[src/rtl/cdc_pkg.sv]
// Shared types and legality limits for the CDC sequencer chain.
// Holds the transmit FSM state encoding and minimum parameter values.
package cdc_pkg;

    typedef enum logic [1:0] {
        IDLE     = 2'd0,
        SETUP    = 2'd1,
        WAIT_ACK = 2'd2
    } cdc_tx_state_t;

    localparam int MIN_SETUP_CYCLES = 1;
    localparam int MIN_SYNC_DEPTH   = 2;

endpackage

[src/rtl/cdc_bit_synchronizer.sv]
// Multi-flop synchroniser for a single asynchronous level/toggle.
// Ports: clk, sync_rst (sync, active-high), d (async in), q (synced out).
module cdc_bit_synchronizer
    import cdc_pkg::*;
#(
    parameter int   DEPTH       = 3,
    parameter logic RESET_VALUE = 1'b0
) (
    input  logic clk,
    input  logic sync_rst,
    input  logic d,
    output logic q
);

    if (DEPTH < MIN_SYNC_DEPTH) begin : gDepthCheck
        $error("cdc_bit_synchronizer: DEPTH below minimum");
    end

    logic [DEPTH-1:0] stages;

    always_ff @(posedge clk) begin
        if (sync_rst) begin
            stages <= {DEPTH{RESET_VALUE}};
        end else begin
            stages <= {stages[DEPTH-2:0], d};
        end
    end

    assign q = stages[DEPTH-1];

endmodule

[src/rtl/cdc_sequencer_transmitter.sv]
// Source-domain side of a bundled-data crossing: TxData is held stable
// for SETUP_CYCLES, then TxToggle flips and the word is held until the
// synchronised AckToggle equals TxToggle.
// Ports: clk, sync_rst; InputValid/InputReady/InputData producer handshake;
// TxData/TxToggle crossing bus; AckToggle far-side ack; Busy; TxCount.
module cdc_sequencer_transmitter
    import cdc_pkg::*;
#(
    parameter int DATA_BITWIDTH  = 5,
    parameter int SETUP_CYCLES   = 2,
    parameter int ACK_SYNC_DEPTH = 3,
    parameter int COUNT_BITWIDTH = 16
) (
    input  logic                      clk,
    input  logic                      sync_rst,
    input  logic                      InputValid,
    output logic                      InputReady,
    input  logic [DATA_BITWIDTH-1:0]  InputData,
    output logic [DATA_BITWIDTH-1:0]  TxData,
    output logic                      TxToggle,
    input  logic                      AckToggle,
    output logic                      Busy,
    output logic [COUNT_BITWIDTH-1:0] TxCount
);

    if (SETUP_CYCLES < MIN_SETUP_CYCLES) begin : gSetupCheck
        $error("cdc_sequencer_transmitter: SETUP_CYCLES below minimum");
    end

    localparam int CNT_W = (SETUP_CYCLES > 1) ? $clog2(SETUP_CYCLES) : 1;
    localparam logic [CNT_W-1:0] CNT_LOAD = CNT_W'(SETUP_CYCLES - 1);

    cdc_tx_state_t              state, stateNext;
    logic [CNT_W-1:0]           setupCnt, setupCntNext;
    logic [DATA_BITWIDTH-1:0]   dataNext;
    logic                       toggleNext;
    logic [COUNT_BITWIDTH-1:0]  countNext;
    logic                       ackSynced;

    cdc_bit_synchronizer #(
        .DEPTH       (ACK_SYNC_DEPTH),
        .RESET_VALUE (1'b0)
    ) uAckSync (
        .clk      (clk),
        .sync_rst (sync_rst),
        .d        (AckToggle),
        .q        (ackSynced)
    );

    assign InputReady = (state == IDLE) & ~sync_rst;
    assign Busy       = (state != IDLE);

    always_ff @(posedge clk) begin
        if (sync_rst) begin
            state    <= IDLE;
            setupCnt <= '0;
            TxData   <= '0;
            TxToggle <= 1'b0;
            TxCount  <= '0;
        end else begin
            state    <= stateNext;
            setupCnt <= setupCntNext;
            TxData   <= dataNext;
            TxToggle <= toggleNext;
            TxCount  <= countNext;
        end
    end

    always_comb begin
        stateNext    = state;
        setupCntNext = setupCnt;
        dataNext     = TxData;
        toggleNext   = TxToggle;
        countNext    = TxCount;
        unique case (state)
            IDLE: begin
                if (InputValid) begin
                    dataNext     = InputData;
                    setupCntNext = CNT_LOAD;
                    stateNext    = SETUP;
                end
            end
            SETUP: begin
                if (setupCnt != '0) begin
                    setupCntNext = setupCnt - 1'b1;
                end else begin
                    toggleNext = ~TxToggle;
                    stateNext  = WAIT_ACK;
                end
            end
            WAIT_ACK: begin
                // Level compare: a stale ack cannot match the freshly
                // flipped toggle.
                if (ackSynced == TxToggle) begin
                    countNext = TxCount + COUNT_BITWIDTH'(1);
                    stateNext = IDLE;
                end
            end
            default: stateNext = IDLE;
        endcase
    end

endmodule

[config.mk]
export PLATFORM = sky130hd
export DESIGN_NAME = cdc_sequencer_transmitter
export DESIGN_NICKNAME = d
export VERILOG_FILES = /design/src/rtl/cdc_pkg.sv /design/src/rtl/cdc_bit_synchronizer.sv /design/src/rtl/cdc_sequencer_transmitter.sv
export SDC_FILE = /design/constraint.sdc
export NUM_CORES = 1
export LEC_CHECK = 0
export BUFFER_PORTS_ARGS = -buffer_cell sky130_fd_sc_hd__buf_2
export CAP_MARGIN = 30
export CORE_ASPECT_RATIO = 0.6
export CORE_UTILIZATION = 45
export CTS_BUF_LIST = sky130_fd_sc_hd__clkbuf_4
export DETAILED_ROUTE_END_ITERATION = 7
export PLACE_DENSITY = 0.73
export SKIP_CTS_REPAIR_TIMING = 1
export SYNTH_ARGS = -nofsm -noshare
export SYNTH_HDL_FRONTEND = slang
export SYNTH_SLANG_ARGS = --single-unit
[constraint.sdc]
create_clock -name clk -period 2.4 [get_ports clk]
set_input_delay 0.48 -clock clk [delete_from_list [all_inputs] [get_ports clk]]
set_output_delay 0.48 -clock clk [all_outputs]
set_load 0.005 [all_outputs]
==> flow_summary_export.csv <==
group,metric,value,unit
min_path,min_from,"AckToggle",
placed_design,gp_congestion,0.867,
floorplan,start_util,50.5,%
timing,rsz0062_at_grt,"no",
routing,ant_nets,0,
timing,tns,0,ps
global_route,grt_pass1_wl,3.71,mm
finish,area_growth,17.9,%
worst_setup_path,cp.depth,4,
timing,worst_pin_slew,572,ps
job,maxCapViolCount,0,
clock_tree,insertion_delay,330,ps
finish,final_util,59.6,%
finish,antenna_cells,0,
synthesis,syn_area,1160,um^2
floorplan,dieArea,2790,um^2
routing,drt_iter0_markers,97,
status,status,"complete, no violations",
routing,firstDrtPassIters,6,
routing,via_per_inst,5.30,
routing,drc_errors,0,
min_path,holdCritPathClass,"in -> reg",
worst_setup_path,crit_path_top_delay_cell,"or3_1",
routing,wirelength,2.44,mm
synthesis,syn_nets,138,
finish,fillerInstances,206,
timing,postLayoutSetupSlackWorst,468,ps
pwr,power.density,557,nW/um^2
timing,finClkSkew,7.78,ps
min_path,whs_path_depth,2,
routing,wire_per_inst,12.9,um
timing,post-route-period-util,80.5,%
clock_tree,numCtsBuffers,3,
synthesis,synth_top_area_cell,"dfxtp_1",
worst_setup_path,critPathMaxStageDelay,560,ps
timing,fmax,518,MHz
global_route,grt_pass1_vias,811,
worst_setup_path,cp_max_fo,9,
worst_setup_path,worst-path-buf-inv,0,
synthesis,synth_seq_cells,28,
finish,drive_above_1_share,23.3,%
global_route,globalRouteTotalUtil,18.8,%
synthesis,syn_inst,128,
floorplan,row_count,13,
floorplan,core-area,2290,um^2
routing,drt-met1-wl,1.28,mm
worst_setup_path,critPathLaunchType,"flip-flop",
synthesis,synth_area_leaders,"dfxtp_1, nor2_1, mux2i_1",
worst_setup_path,critical_path_class,"reg -> reg",
timing,hold_viol,0,
worst_setup_path,crit_path_end_kind,"flip-flop",
worst_setup_path,worst_ep_required_time,2670,ps
routing,routed-via-count,1001,
worst_setup_path,r2r_slack,470,ps
placed_design,dpl.hpwl,1.82,mm
global_route,overflow,0,
finish,finalNetCount,171,
routing,route.met2.wl,1.04,mm
worst_setup_path,r2r_cells,4,
timing,fin_crit,1930,ps
clock_tree,root_buffer,"clkbuf_4",
synthesis,synth_top_area_share,48.4,%
placed_design,portBuffers,32,
floorplan,die_h,41.3,um
clock_tree,path_clk_slew,130,ps
routing,top_layer,"met4",
min_path,holdPathEnd,"uAckSync.stages[0]$_SDFF_PP0_",
worst_setup_path,cp_cell_sequence,"xor2_1 > or3_1 > or4_1 > a21oi_1",
pwr,p_leak,0.582,nW
timing,setup_viol,0,
timing,relSlewSlack,61.7,%
worst_setup_path,regToRegEndpoint,"TxCount[13]$_SDFFE_PP0P_",
pwr,p_total,0.000761,W
worst_setup_path,rr_startpoint,"TxToggle$_SDFFE_PP0P_",
synthesis,yosys_warnings,0,
placed_design,dp_slack,517,ps
clock_tree,clock_path_buffers,2,
synthesis,avgSynthCellArea,9.05,um^2
worst_setup_path,cp_top_family,"simple AND/OR/NAND/NOR gates",
clock_tree,cts_sinks,28,
global_route,antenna_found_initial,0,
synthesis,yosysSeqAreaShare,48.4,%
floorplan,die_x,67.5,um
synthesis,synth_cell_types,29,
global_route,grt_max_degree,29,
worst_setup_path,arrival,2210,ps
floorplan,ioPinCount,33,
pwr,ir_worst_vdd,0.236,mV
clock_tree,cts_tree,"done",
timing,final-max-slew-violation-count,0,
routing,routed-wl-met3,116,um
clock_tree,h-tree-depth,1,
-- synthesized netlist by cell type --
cell / instances
dfxtp_1: 28
nor2_1: 18
a21oi_1: 10
mux2i_1: 6
xor2_1: 6
nand2_1: 5
nand3_1: 5
o21ai_0: 5
or3_1: 5
xnor2_1: 5
clkbuf_1: 4
inv_1: 4
nor2b_1: 4
nand4_1: 3
o31ai_1: 3
or4_1: 3
and4_1: 2
a211oi_1: 1
and2_1: 1
and3_1: 1
and4b_1: 1
buf_2: 1
ha_1: 1
nand2b_1: 1
nor3_1: 1
nor3b_1: 1
nor4_1: 1
nor4b_1: 1
or2_2: 1
-- through the flow --
stage | hold WS [ps] | std cells | area [um^2]
floorplan | 414 | 128 | 1160
global placement | 424 | 186 | 1340
detailed placement | 433 | 186 | 1340
CTS | 359 | 189 | 1370
global route | 351 | 189 | 1370
finish | 361 | 189 | 1370
-- worst max path at each step --
stage / startpoint / end / slack, ps
5_1_grt: TxToggle$_SDFFE_PP0P_ / TxCount[13]$_SDFFE_PP0P_ / 390
3_3_place_gp: TxToggle$_SDFFE_PP0P_ / TxCount[13]$_SDFFE_PP0P_ / 600
4_1_cts: TxToggle$_SDFFE_PP0P_ / TxCount[13]$_SDFFE_PP0P_ / 480
3_5_place_dp: TxToggle$_SDFFE_PP0P_ / TxCount[13]$_SDFFE_PP0P_ / 520
2_1_floorplan: TxToggle$_SDFFE_PP0P_ / TxCount[13]$_SDFFE_PP0P_ / 640
6_report: TxToggle$_SDFFE_PP0P_ / TxCount[13]$_SDFFE_PP0P_ / 470
-- sequential cells by signal, summed over array words and instances (netlist names) --
register,cells
TxData,5
TxToggle,1
state,2
setupCnt,1
TxCount,16
uAckSync.stages,3
-- power by group --
| part | total [W] | leakage (nW) | internal (W) | switching, W |
|---|---|---|---|---|
| registers | 0.000492 | 0.228 | 0.000480 | 0.0000124 |
| logic | 0.0000750 | 0.340 | 0.0000352 | 0.0000397 |
| clock network | 0.000194 | 0.0138 | 0.0000592 | 0.000135 |
| total | 0.000761 | 0.582 | 0.000574 | 0.000187 |
-- per-layer routing --
| metal | global-route usage [%] | vias to the layer above |
|---|---|---|
| li1 | - | 510 |
| met1 | 26.5 | 468 |
| met2 | 27.7 | 21 |
| met3 | 6.52 | 2 |
| met4 | 3.19 | 0 |
| met5 | 0 | - |
-- cells in the final DEF (no fill, tap or decap), drive strengths merged, types with 5 or more instances in the layout --
master and instances:
a21oi 10, or3 5, nand2 5, mux2i 6
xnor2 5, dfxtp 28, xor2 6, buf 33
o21ai 5, nor2 18, nand3 5
-- cells by family (layout without fill, tap and decap cells) --
| logic type | count (synthesis) | in the layout | synth area share, % |
|---|---|---|---|
| AO/OA/AOI/OAI | 19 | 19 | 9.07 |
| XOR/XNOR | 11 | 11 | 8.32 |
| adder cells (fa/ha/maj) | 1 | 1 | 1.08 |
| buffers and inverters | 9 | 40 | 3.02 |
| flip-flops | 28 | 28 | 48.4 |
| multiplexers | 6 | 6 | 5.18 |
| AND/OR/NAND/NOR | 54 | 54 | 24.9 |
-- area by class of cell --
class	count	area (um^2)	area share, %
Timing Repair Buffer	33	168	12.3
Clock buffer	3	22.5	1.65
Tap cell	30	37.5	2.75
Inverter	4	15.0	1.10
Sequential cell	28	561	41.0
Multi-Input combinational cell	91	563	41.2
No activity file was read; power rests on OpenSTA's default activity.
